==> src/rtl/spififo_pkg.sv <==
// Shared definitions for the SPI peripheral with TX/RX FIFOs: controller
// state encoding and the FIFO occupancy-count width.
package spififo_pkg;

  typedef enum logic [1:0] {
    IDLE  = 2'd0,
    LOAD  = 2'd1,
    SHIFT = 2'd2
  } spi_state_t;

  // An occupancy count must reach DEPTH itself, hence the extra bit.
  function automatic int level_width(input int depth);
    return $clog2(depth) + 1;
  endfunction

endpackage

==> src/rtl/sync_fifo.sv <==
// Single-clock first-word-fall-through FIFO with an exact occupancy count.
// A write into a full FIFO is accepted when a read happens in the same cycle.
module sync_fifo
  import spififo_pkg::*;
#(
  parameter int WIDTH = 16,
  parameter int DEPTH = 16
) (
  input  logic                          clk,
  input  logic                          rst,
  input  logic [WIDTH-1:0]              wr_data,
  input  logic                          wr_valid,
  output logic                          wr_ready,
  output logic [WIDTH-1:0]              rd_data,
  output logic                          rd_valid,
  input  logic                          rd_ready,
  output logic [level_width(DEPTH)-1:0] level
);

  localparam int AW = $clog2(DEPTH);
  localparam int LW = level_width(DEPTH);

  logic [WIDTH-1:0] r_mem [DEPTH];
  logic [AW-1:0]    r_wr_ptr;
  logic [AW-1:0]    r_rd_ptr;
  logic [LW-1:0]    r_level;
  logic             w_full;
  logic             w_empty;
  logic             w_wr_en;
  logic             w_rd_en;

  assign w_full   = (r_level == LW'(DEPTH));
  assign w_empty  = (r_level == '0);
  assign w_rd_en  = rd_ready && !w_empty;
  assign w_wr_en  = wr_valid && (!w_full || w_rd_en);
  assign wr_ready = !w_full;
  assign rd_valid = !w_empty;
  assign rd_data  = r_mem[r_rd_ptr];
  assign level    = r_level;

  // Storage is not reset: clearing the pointers is enough to discard it.
  always_ff @(posedge clk) begin
    if (w_wr_en) begin
      r_mem[r_wr_ptr] <= wr_data;
    end
  end

  always_ff @(posedge clk or posedge rst) begin
    if (rst) begin
      r_wr_ptr <= '0;
      r_rd_ptr <= '0;
      r_level  <= '0;
    end else begin
      if (w_wr_en) r_wr_ptr <= r_wr_ptr + 1'b1;
      if (w_rd_en) r_rd_ptr <= r_rd_ptr + 1'b1;
      case ({w_wr_en, w_rd_en})
        2'b10:   r_level <= r_level + 1'b1;
        2'b01:   r_level <= r_level - 1'b1;
        default: r_level <= r_level;
      endcase
    end
  end

endmodule

==> src/rtl/spi_fifo_peripheral.sv <==
// SPI peripheral: oversampled SPI pins feed a shift engine that pops words
// from a TX FIFO onto cipo and pushes words assembled from copi into an RX FIFO.
module spi_fifo_peripheral
  import spififo_pkg::*;
#(
  parameter int WIDTH = 16,
  parameter int DEPTH = 16,
  parameter int CPOL  = 0,
  parameter int CPHA  = 0
) (
  input  logic                          clk,
  input  logic                          rst,
  input  logic                          sclk,
  input  logic                          copi,
  input  logic                          csn,
  output logic                          cipo,
  input  logic [WIDTH-1:0]              tx_data,
  input  logic                          tx_valid,
  output logic                          tx_ready,
  output logic [WIDTH-1:0]              rx_data,
  output logic                          rx_valid,
  input  logic                          rx_ready,
  output logic [level_width(DEPTH)-1:0] tx_level,
  output logic [level_width(DEPTH)-1:0] rx_level,
  output logic                          tx_underflow,
  output logic                          rx_overflow,
  input  logic                          flag_clear
);

  localparam int   CW     = $clog2(WIDTH) + 1;
  localparam logic L_CPOL = (CPOL != 0);
  localparam logic L_CPHA = (CPHA != 0);

  logic [1:0]       r_sclk_sync, r_copi_sync, r_csn_sync;
  logic             r_sclk_prev, r_csn_prev, r_copi_d;
  logic             r_lead_pulse, r_trail_pulse, r_csn_fall, r_csn_rise;
  spi_state_t       r_state;
  logic [WIDTH-1:0] r_tx_shift;
  logic [WIDTH-2:0] r_rx_shift;
  logic [CW-1:0]    r_bit_cnt;
  logic             r_cipo, r_tx_underflow, r_rx_overflow;

  logic             w_sample, w_shift, w_last_bit;
  logic             w_rx_push, w_rx_not_full, w_rx_drop;
  logic [WIDTH-1:0] w_rx_word, w_tx_head, w_tx_load;
  logic             w_tx_valid, w_tx_pop;

  // Edge pulses are registered so copi (delayed to match) is stable when used.
  always_ff @(posedge clk or posedge rst) begin
    if (rst) begin
      r_sclk_sync   <= {2{L_CPOL}};
      r_copi_sync   <= 2'b00;
      r_csn_sync    <= 2'b11;
      r_sclk_prev   <= L_CPOL;
      r_csn_prev    <= 1'b1;
      r_copi_d      <= 1'b0;
      r_lead_pulse  <= 1'b0;
      r_trail_pulse <= 1'b0;
      r_csn_fall    <= 1'b0;
      r_csn_rise    <= 1'b0;
    end else begin
      r_sclk_sync   <= {r_sclk_sync[0], sclk};
      r_copi_sync   <= {r_copi_sync[0], copi};
      r_csn_sync    <= {r_csn_sync[0], csn};
      r_sclk_prev   <= r_sclk_sync[1];
      r_csn_prev    <= r_csn_sync[1];
      r_copi_d      <= r_copi_sync[1];
      r_lead_pulse  <= (r_sclk_sync[1] ^ L_CPOL) & ~(r_sclk_prev ^ L_CPOL);
      r_trail_pulse <= ~(r_sclk_sync[1] ^ L_CPOL) & (r_sclk_prev ^ L_CPOL);
      r_csn_fall    <= ~r_csn_sync[1] & r_csn_prev;
      r_csn_rise    <= r_csn_sync[1] & ~r_csn_prev;
    end
  end

  assign w_sample   = L_CPHA ? r_trail_pulse : r_lead_pulse;
  assign w_shift    = L_CPHA ? r_lead_pulse : r_trail_pulse;
  assign w_last_bit = (r_bit_cnt == CW'(WIDTH - 1));
  assign w_rx_word  = {r_rx_shift, r_copi_d};
  assign w_rx_push  = (r_state == SHIFT) && w_sample && w_last_bit;
  assign w_rx_drop  = w_rx_push && !w_rx_not_full && !(rx_valid && rx_ready);
  assign w_tx_pop   = (r_state == LOAD);
  assign w_tx_load  = w_tx_valid ? w_tx_head : '0;
  assign cipo       = r_cipo;

  always_ff @(posedge clk or posedge rst) begin
    if (rst) begin
      r_state    <= IDLE;
      r_tx_shift <= '0;
      r_rx_shift <= '0;
      r_bit_cnt  <= '0;
      r_cipo     <= 1'b0;
    end else if (r_csn_rise) begin
      r_state   <= IDLE;
      r_bit_cnt <= '0;
      r_cipo    <= 1'b0;
    end else begin
      case (r_state)
        IDLE: begin
          r_cipo    <= 1'b0;
          r_bit_cnt <= '0;
          if (r_csn_fall) r_state <= LOAD;
        end
        LOAD: begin
          // CPHA=0 needs the MSB on the pin before the first (leading) sample.
          r_bit_cnt  <= '0;
          r_tx_shift <= L_CPHA ? w_tx_load : (w_tx_load << 1);
          if (!L_CPHA) r_cipo <= w_tx_load[WIDTH-1];
          r_state    <= SHIFT;
        end
        SHIFT: begin
          if (w_sample) begin
            r_rx_shift <= w_rx_word[WIDTH-2:0];
            if (w_last_bit) begin
              r_bit_cnt <= '0;
              r_state   <= LOAD;
            end else begin
              r_bit_cnt <= r_bit_cnt + 1'b1;
            end
          end else if (w_shift && (L_CPHA || r_bit_cnt != '0)) begin
            // With CPHA=0 the trailing edge after the last bit belongs to the
            // previous word; the new MSB was already presented by LOAD.
            r_cipo     <= r_tx_shift[WIDTH-1];
            r_tx_shift <= r_tx_shift << 1;
          end
        end
        default: r_state <= IDLE;
      endcase
    end
  end

  // A new error in the same cycle as flag_clear leaves the flag set.
  always_ff @(posedge clk or posedge rst) begin
    if (rst) begin
      r_tx_underflow <= 1'b0;
      r_rx_overflow  <= 1'b0;
    end else begin
      if (flag_clear) begin
        r_tx_underflow <= 1'b0;
        r_rx_overflow  <= 1'b0;
      end
      if (w_tx_pop && !w_tx_valid) r_tx_underflow <= 1'b1;
      if (w_rx_drop)               r_rx_overflow  <= 1'b1;
    end
  end

  assign tx_underflow = r_tx_underflow;
  assign rx_overflow  = r_rx_overflow;

  sync_fifo #(.WIDTH(WIDTH), .DEPTH(DEPTH)) u_tx_fifo (
    .clk      (clk),
    .rst      (rst),
    .wr_data  (tx_data),
    .wr_valid (tx_valid),
    .wr_ready (tx_ready),
    .rd_data  (w_tx_head),
    .rd_valid (w_tx_valid),
    .rd_ready (w_tx_pop),
    .level    (tx_level)
  );

  sync_fifo #(.WIDTH(WIDTH), .DEPTH(DEPTH)) u_rx_fifo (
    .clk      (clk),
    .rst      (rst),
    .wr_data  (w_rx_word),
    .wr_valid (w_rx_push),
    .wr_ready (w_rx_not_full),
    .rd_data  (rx_data),
    .rd_valid (rx_valid),
    .rd_ready (rx_ready),
    .level    (rx_level)
  );

endmodule

==> config.mk <==
export PLATFORM = sky130hd
export DESIGN_NAME = spi_fifo_peripheral
export DESIGN_NICKNAME = d
export VERILOG_FILES = /design/src/rtl/spififo_pkg.sv /design/src/rtl/sync_fifo.sv /design/src/rtl/spi_fifo_peripheral.sv
export SDC_FILE = /design/constraint.sdc
export NUM_CORES = 1
export LEC_CHECK = 0
export BUFFER_PORTS_ARGS = -buffer_cell sky130_fd_sc_hd__buf_2
export CAP_MARGIN = 20
export CORE_ASPECT_RATIO = 1.2
export CORE_MARGIN = 2
export CORE_UTILIZATION = 65
export CTS_CLUSTER_DIAMETER = 150
export CTS_CLUSTER_SIZE = 40
export DETAILED_ROUTE_END_ITERATION = 10
export PLACE_DENSITY = 0.82
export SLEW_MARGIN = 20
export SYNTH_ARGS = -nofsm -noshare
export SYNTH_HDL_FRONTEND = slang
export SYNTH_HIERARCHICAL = 1
export SYNTH_SLANG_ARGS = --single-unit
export TNS_END_PERCENT = 100
==> constraint.sdc <==
create_clock -name clk -period 5.25 [get_ports clk]
set_input_delay 0 -clock clk [delete_from_list [all_inputs] [get_ports clk]]
set_output_delay 0 -clock clk [all_outputs]
set_load 0.1 [all_outputs]
==> results.yml, run 1 <==
sta:
  rsz0062_at_grt: "false"
  worstMarginPinSlew_ns: 1.16
  whs_ns: 0.0679
  min_period_ns: 3.82
  finalSetupViolCount: 0
  max_freq_ghz: 0.262
  final_hold_viol_count: 0
  fin_ws_ns: 1.43
  timing.slew.headroom_pct: 22.5
  slew_violations: 0
  fin_tns_setup_ns: 0
  fin_crit_sh_pct: 72.7
  skew_ns: 0.0191
die:
  initial_core_util_pct: 65.7
  die_h_um: 213
  dieWidth_um: 178
  dieArea_mm2: 0.0378
  rows: 76
  io_pins: 55
  core_mm2: 0.0358
setup_path:
  cp.buffers_inverters: 2
  cpLargestDelayFamily: "simple AND/OR/NAND/NOR gates"
  crit_chain: "inv_1, ha_1, nand2_1, nor3_2, buf_4, o21ai_1, nor3b_1, and2_1"
  worstPathArrival_ns: 4.02
  r2r_setup_slack_ns: 1.43
  worstSetupPathType: "reg2reg"
  crit_required_ns: 5.45
  path_max_fanout: 24
  cp-end-kind: "flop"
  startpoint_type: "flop"
  crit_cells: 8
  rr_startpoint: "r_state[0]"
  reg2regPathDepth: 8
  crit_path_max_incr_delay_ns: 0.78
  cpMaxStageDelayCell: "and2_1"
  reg2reg_to: "u_rx_fifo/r_mem[10][7]"
clocking:
  cts_setup_buffers: 0
  ctsResizeCount: 0
  cts_buffer_depth: 3
  clock_latency_ns: 0.57
  cts_sinks: 591
  h-tree-depth: 1
  clk_pin_slew_ns: 0.14
  cts_root_buf: "clkbuf_16"
  ctsHoldBuffers: 24
  cts-buffers-inserted: 18
  cts_tree: "built"
global_route:
  antenna_found_initial: 0
  grt_pass1_wl_um: 72000
  grt_pass1_vias: 11515
  track_usage_pct: 26.4
  grt_max_degree: 54
  gr-total-overflow: 0
yosys:
  synth_area_leaders: "edfxtp_1 (65%), mux4_2 (13%), dfrtp_1 (8.1%), mux4_1 (1.4%), ha_1 (1.2%)"
  seq_area_frac_synth_pct: 73.6
  syn_avg_cell_area_um2: 20.7
  synth.cell_area_mm2: 0.0236
  ys.flop_type: "edfxtp_1"
  ys_types: 69
  synth_fp_nets: 1188
  synth-warning-count: 6
  async_flop_share_pct: 13.4
  synth-seq-cells: 591
  synth_edf_count: 512
  netlist_instances: 1140
  yosys.area.top_type_share_pct: 65.2
  synth_top_area_cell: "edfxtp_1"
pwr:
  p_total_mw: 11.9
  power.density_mw_per_mm2: 474
  leakage_nw: 8.45
  peakVddDrop_v: 0.000403
layout:
  fin_cells: 1681
  final_common_cell: "edfxtp_1"
  layout_common_cells: "edfxtp_1 (512), mux4_2 (131), dfrtp_1 (72)"
  area_growth_pct: 6.10
  drive_gt1_share_pct: 23.0
  nets: 1249
  antennaDiodeCount: 0
flow_run:
  drv_cap: 0
placement:
  place_ws_ns: 1.49
  place_congestion: 0.802
  port_buffers: 54
  hpwlAfterDp_um: 30600
  place_inst: 1625
routing:
  drt-vias-per-instance: 6.68
  drc_errors: 0
  firstDrtPassIters: 5
  wire_per_inst_um: 28.5
  wl_um: 47900
  final_antenna_net_count: 0
  drt_iter0_drc: 1076
  vias: 11230
worst_hold_path:
  hp-start: "copi"
  holdCritPathClass: "in2reg"
  min_to: "r_copi_sync[0]"
  worstHoldPathCells: 2
outcome:
  status: "completed"
[flip-flops by register name, indices dropped and copies added, names as in the netlist, 4 cells and up]
signal              count
u_rx_fifo/r_mem       256
u_tx_fifo/r_mem       256
r_rx_shift             15
r_tx_shift             15
r_bit_cnt               5
u_rx_fifo/level         5
u_tx_fifo/level         5
u_rx_fifo/r_rd_ptr      4
u_rx_fifo/r_wr_ptr      4
u_tx_fifo/r_rd_ptr      4
u_tx_fifo/r_wr_ptr      4
[layer usage]
layer / up-vias / share of wire (%) / GRT usage (%)
met5: - / 0 / 0
met4: 0 / 4.2 / 9.98
met3: 88 / 4.6 / 2.49
met2: 422 / 56 / 48.6
met1: 5969 / 36 / 32.4
li1: 4751 / - / -
[where the power goes]
| part | internal, mW | leakage, nW | switching [mW] |
|---|---|---|---|
| clock network | 0.700 | 0.254 | 1.25 |
| registers | 5.50 | 5.69 | 0.642 |
| logic | 1.62 | 2.51 | 2.14 |
[stage by stage]
stage	util (%)	area (um2)
2_1_floorplan	-	23600
3_5_place_dp	67.6	24200
6_report	69.8	25000
3_3_place_gp	67.5	24200
5_1_grt	69.8	25000
4_1_cts	69.8	25000
[cells by family after synthesis]
| family | count (synthesis) | share of synthesized area (%) |
|---|---|---|
| compound gates | 106 | 3.40 |
| xor+xnor | 18 | 0.669 |
| fa+ha+maj | 24 | 1.34 |
| buf+inv | 80 | 1.89 |
| flops | 591 | 73.6 |
| mux | 178 | 15.7 |
| simple gates | 143 | 3.32 |
[synth_stat cells (3+ instances only)]
library cell and number:
edfxtp_1 512, mux4_2 131, dfrtp_1 76, nand2_1 46, a22oi_1 33, and2_1 30
inv_1 27, mux2_2 23, ha_1 22, clkbuf_1 19, xnor2_1 17, a22o_1 15
a21oi_1 14, buf_2 14, mux4_1 13, nor2b_1 12, nand3_1 11, o21ai_0 11
mux2_4 10, nor2_1 9, nand2b_1 8, and3_1 6, buf_4 5, buf_12 4
a21o_1 3, a32o_1 3, buf_1 3, dfstp_2 3, nand4_1 3, nor3_1 3
o21a_1 3, o21ai_1 3
[worst max-delay path by stage]
stage,start,end,slack [ns]
2_1_floorplan,u_rx_fifo/level[1],u_rx_fifo/level[4],1.96
3_3_place_gp,r_state[0],u_rx_fifo/r_mem[0][4],1.80
3_5_place_dp,r_state[0],u_rx_fifo/r_mem[2][14],1.49
4_1_cts,r_state[0],u_rx_fifo/r_mem[2][9],1.44
5_1_grt,r_state[0],u_rx_fifo/r_mem[6][14],1.07
6_report,r_state[0],u_rx_fifo/r_mem[10][7],1.43
[worst reg2reg max path, cell delays in order, from the launching register on]
cell and delay [ns]:
dfrtp_1 0.44, inv_1 0.12, ha_1 0.74, nand2_1 0.29
nor3_2 0.24, buf_4 0.24, o21ai_1 0.18, nor3b_1 0.40
and2_1 0.78
[layout make-up]
type | instances | area (um2)
Fill cell | 2105 | 10800
Clock inverter | 1 | 11.3
Multi-Input combinational cell | 469 | 5780
Clock buffer | 31 | 520
Timing Repair Buffer | 93 | 643
Sequential cell | 591 | 17400
Tap cell | 468 | 586
Inverter | 28 | 105
(Power assumes the default switching activity.)
==> run 2, diff against run 1 <==
--- a/config.mk
+++ b/config.mk
@@ -5,15 +5,16 @@
 export SDC_FILE = /design/constraint.sdc
 export NUM_CORES = 1
 export LEC_CHECK = 0
+export ABC_AREA = 1
 export BUFFER_PORTS_ARGS = -buffer_cell sky130_fd_sc_hd__buf_2
 export CAP_MARGIN = 20
 export CORE_ASPECT_RATIO = 1.2
 export CORE_MARGIN = 2
-export CORE_UTILIZATION = 65
+export CORE_UTILIZATION = 62
 export CTS_CLUSTER_DIAMETER = 150
 export CTS_CLUSTER_SIZE = 40
 export DETAILED_ROUTE_END_ITERATION = 10
-export PLACE_DENSITY = 0.82
+export PLACE_DENSITY = 0.79
 export SLEW_MARGIN = 20
 export SYNTH_ARGS = -nofsm -noshare
 export SYNTH_HDL_FRONTEND = slang
==> constraint.sdc (replaced) <==
create_clock -name clk -period 3.95 [get_ports clk]
set_input_delay 0 -clock clk [delete_from_list [all_inputs] [get_ports clk]]
set_output_delay 0 -clock clk [all_outputs]
set_load 0.1 [all_outputs]
==> run 2 against run 1 <==
Against the previous run:
- sequential power increased by 37%
- largest cell class unchanged
- synthesized area increased by 3.2%
- combinational power increased by 110%
- critical path depth decreased by 1
- highest routed layer unchanged
- sequential share of layout area decreased by 1.7 points
- first-iteration DRC count increased by 56%
- clock-buffer cell count unchanged
- final cell count increased by 50%
==> results.yml, run 2 <==
outcome:
  status: "completed"
yosys:
  synth_fa_ha_area_share_pct: 1.30
  synth-seq-cells: 591
  synth-warning-count: 6
  yosys.area.top_type_share_pct: 63.2
  synth_fp_nets: 2032
  async_flop_share_pct: 13.4
  synth.most_common_cell: "edfxtp_1"
  synth_area_leaders: "edfxtp_1 (63%), dfrtp_1 (7.8%), nor2_1 (6.0%), o21ai_0 (5.2%), o211ai_1 (3.7%)"
  ys.flop_type: "edfxtp_1"
  synth.cell_area_mm2: 0.0243
  synth-compound-area-share_pct: 10.8
  synth_edf_count: 512
  synth_top_family_by_area: "simple AND/OR/NAND/NOR gates"
  netlist_instances: 1984
  yosys.area_share.xor_xnor_pct: 0.648
  ys_top_cells_by_count: "edfxtp_1 (512), nor2_1 (389), o21ai_0 (254)"
  ys_types: 35
  syn_avg_cell_area_um2: 12.3
  synth_top_area_cell: "edfxtp_1"
  synthMuxAreaShare_pct: 0
  seq_area_frac_synth_pct: 71.3
  yosys.area_share.simple_pct: 11.7
setup_path:
  worstSetupPathType: "reg2out"
  crit_required_ns: 3.95
  cp-end-kind: "primary output"
  path_max_fanout: 41
  worstPathArrival_ns: 3.13
  startpoint_type: "flop"
clocking:
  ctsHoldBuffers: 24
  cts_buffer_depth: 3
  clk_pin_slew_ns: 0.14
  clock_latency_ns: 0.57
  ctsResizeCount: 0
  cts_sinks: 591
  h-tree-depth: 1
  cts_setup_buffers: 0
  cts_root_buf: "clkbuf_16"
  cts_tree: "built"
  cts-buffers-inserted: 18
pwr:
  peakVddDrop_v: 0.000894
  p_total_mw: 19.0
  leakage_nw: 8.96
  power.density_mw_per_mm2: 740
die:
  die_h_um: 221
  io_pins: 55
  initial_core_util_pct: 62.8
  dieWidth_um: 185
  rows: 79
  core_mm2: 0.0387
  dieArea_mm2: 0.0408
global_route:
  grt_pass1_wl_um: 84100
  grt_max_degree: 144
  antenna_found_initial: 0
  track_usage_pct: 27.0
  gr-total-overflow: 0
  grt_pass1_vias: 15049
sta:
  max_freq_ghz: 0.319
  finalSetupViolCount: 0
  fin_tns_setup_ns: 0
  worstMarginPinSlew_ns: 1.12
  whs_ns: 0.0603
  fin_crit_sh_pct: 79.3
  timing.slew.headroom_pct: 25.5
  slew_violations: 0
  final_hold_viol_count: 0
  fin_ws_ns: 0.817
  rsz0062_at_grt: "false"
  min_period_ns: 3.13
  skew_ns: 0.0183
layout:
  final_area_mm2: 0.0256
  final_core_util_pct: 66.2
  layout_common_cells: "edfxtp_1 (512), nor2_1 (357), o21ai_0 (254)"
  num-fill-cells: 2781
  final_common_cell: "edfxtp_1"
  antennaDiodeCount: 0
  drive_gt1_share_pct: 8.70
  multi_input_area_mm2: 0.00603
  seqCellArea_mm2: 0.0174
  nets: 2037
  top_regs: "u_rx_fifo/r_mem: 256 flops, u_tx_fifo/r_mem: 256 flops"
  fin_cells: 2527
  area_growth_pct: 5.39
routing:
  final_antenna_net_count: 0
  firstDrtPassIters: 5
  drc_errors: 0
  wire_per_inst_um: 21.9
  drt-vias-per-instance: 6.15
  wl_um: 55300
  vias: 15534
  drt_iter0_drc: 1678
placement:
  port_buffers: 54
  place_ws_ns: 1.14
  place_inst: 2471
  hpwlAfterDp_um: 34000
  place_congestion: 0.846
  place_area_mm2: 0.0249
worst_hold_path:
  holdCritPathClass: "in2reg"
flow_run:
  drv_cap: 0
==> run 2: cell count changes after synthesis, moves of 30 or more <==
cell	delta
and2_1	-30
o21ai_0	+243
a21oi_1	+34
nand2_1	+115
nor2_1	+380
mux4_2	-131
o211ai_1	+119
nand3_1	+105
a22oi_1	-33
inv_1	+56
==> run 2: worst max-delay path, cell delays in order (launching register included) <==
cell	delay, ns
dfrtp_2	0.88
inv_2	0.46
nor2_1	0.18
o21ai_0	0.13
o211ai_1	0.16
nand3_1	0.12
nand2_1	0.15
buf_2	0.48
==> run 2: cell families after synthesis <==
| group | Yosys count |
|---|---|
| AO/OA/AOI/OAI | 454 |
| adder cells (fa/ha/maj) | 24 |
| buffers and inverters | 203 |
| XOR/XNOR | 18 |
| flip-flops | 591 |
| AND/OR/NAND/NOR | 694 |
==> run 2: worst paths after layout <==
check | startpoint | endpoint | slack (ns) | cells after the start
max in group asynchronous | rst | r_rx_shift[4] | 2.69 | 5
min in group asynchronous | rst | u_rx_fifo/r_wr_ptr[1] | 0.09 | 3
setup / recovery | u_rx_fifo/r_rd_ptr[1] | rx_data[3] | 0.82 | 7
setup reg to reg | r_bit_cnt[0] | u_rx_fifo/r_mem[5][12] | 1.09 | 7
hold reg to reg | r_copi_sync[0] | r_copi_sync[1] | 0.36 | 0
hold / removal | csn | r_csn_sync[0] | 0.06 | 2
==> run 2: area by class of cell <==
type                       instances  share of cell area, %
clock buffer                      31                   2.03
clock inverter                     1                 0.0439
inverter                          90                   1.37
multi-input combinational       1190                   23.5
sequential                       591                   67.7
tap                              526                   2.57
timing repair buffer              98                   2.72
==> run 2: per-layer routing <==
metal / vias to the layer above / track usage (%) / routed length (um)
met5: - / 0 / 0
met4: 0 / 11.5 / 2420
met3: 120 / 2.86 / 3740
met2: 700 / 46.9 / 28500
met1: 7690 / 34.6 / 20600
li1: 7024 / - / -
==> run 2: report_power, final <==
group          leakage (nW)  switching (mW)  internal, mW
Clock                 0.254            1.70         0.931
Combinational          3.11            5.99          1.92
Sequential             5.60           0.782          7.64
==> run 3, diff against run 2 <==
--- a/config.mk
+++ b/config.mk
@@ -5,16 +5,16 @@
 export SDC_FILE = /design/constraint.sdc
 export NUM_CORES = 1
 export LEC_CHECK = 0
-export ABC_AREA = 1
+export ABC_AREA = 0
 export BUFFER_PORTS_ARGS = -buffer_cell sky130_fd_sc_hd__buf_2
 export CAP_MARGIN = 20
 export CORE_ASPECT_RATIO = 1.2
 export CORE_MARGIN = 2
-export CORE_UTILIZATION = 62
+export CORE_UTILIZATION = 56
 export CTS_CLUSTER_DIAMETER = 150
 export CTS_CLUSTER_SIZE = 40
 export DETAILED_ROUTE_END_ITERATION = 10
-export PLACE_DENSITY = 0.79
+export PLACE_DENSITY = 0.75
 export SLEW_MARGIN = 20
 export SYNTH_ARGS = -nofsm -noshare
 export SYNTH_HDL_FRONTEND = slang
==> constraint.sdc (replaced) <==
create_clock -name clk -period 2.5 [get_ports clk]
set_input_delay 0 -clock clk [delete_from_list [all_inputs] [get_ports clk]]
set_output_delay 0 -clock clk [all_outputs]
set_load 0.1 [all_outputs]
==> run 3 against run 2 <==
Against the previous run:
- the flow now finishes with violations (setup timing)
- clock power grew 57%
- sequential power grew 44%
- power grew 39%
- clock-buffer cell count is the same
- final area grew 3.5%
- die area grew 7.1%
- non-clock buffer count grew 76
- global-route usage shrank 6.3 points
- first-iteration DRC count shrank 43%
- largest power group unchanged
==> results.yml, run 3 (same netlist as run 1, synthesis figures left out) <==
routing:
  vias: 11187
  drt_iter0_drc: 954
  final_antenna_net_count: 0
  drt-vias-per-instance: 6.08
  wl_um: 45300
  firstDrtPassIters: 5
  wire_per_inst_um: 24.6
  drc_errors: 0
clocking:
  cts_root_buf: "clkbuf_16"
  h-tree-depth: 1
  cts_tree: "built"
  cts-buffers-inserted: 18
  cts_sinks: 591
  clock_latency_ns: 0.57
  cts_buffer_depth: 3
  clk_pin_slew_ns: 0.14
layout:
  top_regs: "u_rx_fifo/r_mem: 256 flops, u_tx_fifo/r_mem: 256 flops"
  nets: 1330
  area_growth_pct: 12.6
  final_core_util_pct: 63.7
  antennaDiodeCount: 0
  final_common_cell: "edfxtp_1"
  drive_gt1_share_pct: 32.2
  layout_common_cells: "edfxtp_1 (512), mux4_2 (139), dfrtp_1 (62)"
sta:
  skew_ns: 0.0304
  timing.slew.headroom_pct: 36.1
  rsz0062_at_grt: "true"
  min_period_ns: 2.65
  finalSetupViolCount: 18
  slew_violations: 0
  max_freq_ghz: 0.378
  fin_ws_ns: -0.149
  fin_crit_sh_pct: 106
  worstMarginPinSlew_ns: 0.956
  final_hold_viol_count: 0
setup_path:
  startpoint_type: "flop"
  r2r_setup_slack_ns: 0
  crit_required_ns: 2.50
  worstSetupPathType: "reg2out"
  cp-end-kind: "primary output"
  path_max_fanout: 8
  worstPathArrival_ns: 2.65
pwr:
  switchingPower_mw: 8.65
  clkPwrFrac_pct: 15.7
  peakVddDrop_v: 0.00114
  switching_share_pct: 32.9
  comb_power_share_pct: 38.1
  leakage_nw: 9.05
  p_seq_share_pct: 46.2
  internal-power_mw: 17.6
  power.density_mw_per_mm2: 990
outcome:
  status: "finished with violations"
  failed_checks: "setup timing"
placement:
  hpwlAfterDp_um: 27400
  place_ws_ns: -0.119
  place_congestion: 0.804
  port_buffers: 54
die:
  io_pins: 55
  rows: 82
  die_h_um: 229
  dieArea_mm2: 0.0438
  initial_core_util_pct: 56.6
  core_mm2: 0.0417
  dieWidth_um: 191
flow_run:
  drv_cap: 0
worst_hold_path:
  holdCritPathClass: "in2reg"
global_route:
  gr-total-overflow: 0
  grt_max_degree: 46
  track_usage_pct: 20.7
  grt_pass1_wl_um: 67800
  grt_pass1_vias: 11533
  antenna_found_initial: 0
-- run 3: cell count changes in the layout (fill, tap and decap cells not counted), moves of 29 or more --
cell	previous run	this run
a21oi_1	48	12
a22oi_1	0	33
buf_12	3	32
buf_4	17	60
inv_1	82	23
mux4_2	0	139
nand2_1	161	45
nand3_1	116	10
nor2_1	357	8
nor2_2	42	0
o211ai_1	121	2
o21ai_0	254	10
-- run 3: power groups by stage --
stage	logic [mW]	clock network [mW]	registers (mW)
2_1_floorplan	6.45	0	12.8
3_3_place_gp	8.83	0	12.4
3_5_place_dp	9.01	0	12.4
4_1_cts	9.50	4.24	12.1
5_1_grt	10.7	4.51	12.2
6_report	10.0	4.14	12.1
-- run 3: worst paths after layout --
| path | cells past startpoint | endpoint | startpoint |
|---|---|---|---|
| worst max-delay path | 5 | rx_data[2] | u_rx_fifo/r_rd_ptr[0] |
| worst min-delay path | 2 | r_copi_sync[0] | copi |
| worst max register to register | 11 | u_rx_fifo/level[4] | r_state[1] |
| worst min register to register | 0 | r_copi_sync[1] | r_copi_sync[0] |
| max in group asynchronous | 4 | r_tx_shift[8] | rst |
| min in group asynchronous | 3 | u_tx_fifo/r_rd_ptr[0] | rst |
-- run 3: layout make-up --
type / instances / area [um2]
clock buffer: 31 / 520
timing repair buffer: 174 / 1860
tap: 546 / 683
fill: 2776 / 15100
multi-input combinational: 469 / 5970
inverter: 28 / 106
sequential: 591 / 17400
clock inverter: 1 / 11.3
-- run 3: through the flow --
| step | power, mW | std cells | cell area, um2 | hold WS, ns | TNS (ns) |
|---|---|---|---|---|---|
| floorplan | 19.3 | 1140 | 23600 | -0.123 | -0.879 |
| global placement | 21.2 | 1768 | 25200 | 0.109 | -0.107 |
| detailed placement | 21.4 | 1768 | 25200 | 0.110 | -0.289 |
| CTS | 25.9 | 1831 | 26200 | 0.0600 | -2.05 |
| global route | 27.4 | 1840 | 26500 | 0.0575 | -3.25 |
| finish | 26.3 | 1840 | 26500 | 0.0791 | -1.70 |
-- run 3: layer usage --
metal  wire [um]  vias up  global-route usage, %
li1            -     4894                      -
met1       17200     5964                   25.4
met2       25600      285                   39.2
met3        1630       44                   1.87
met4         848        0                   4.71
met5           0        -                      0
-- run 3: critical path, stage by stage (launching register included) --
cell	delay (ns)
dfrtp_4	0.45
buf_12	0.18
buf_16	0.16
mux4_1	0.55
mux4_2	0.52
buf_8	0.20
-- run 3: timing repair --
item	4_1_cts	5_1_grt
endpoints found under the setup margin	20	109
hold endpoints to repair	340	0
pin swaps	10	11
hold buffers	23	0
cloned	0	3
buffers inserted	8	6
resized for setup	45	54
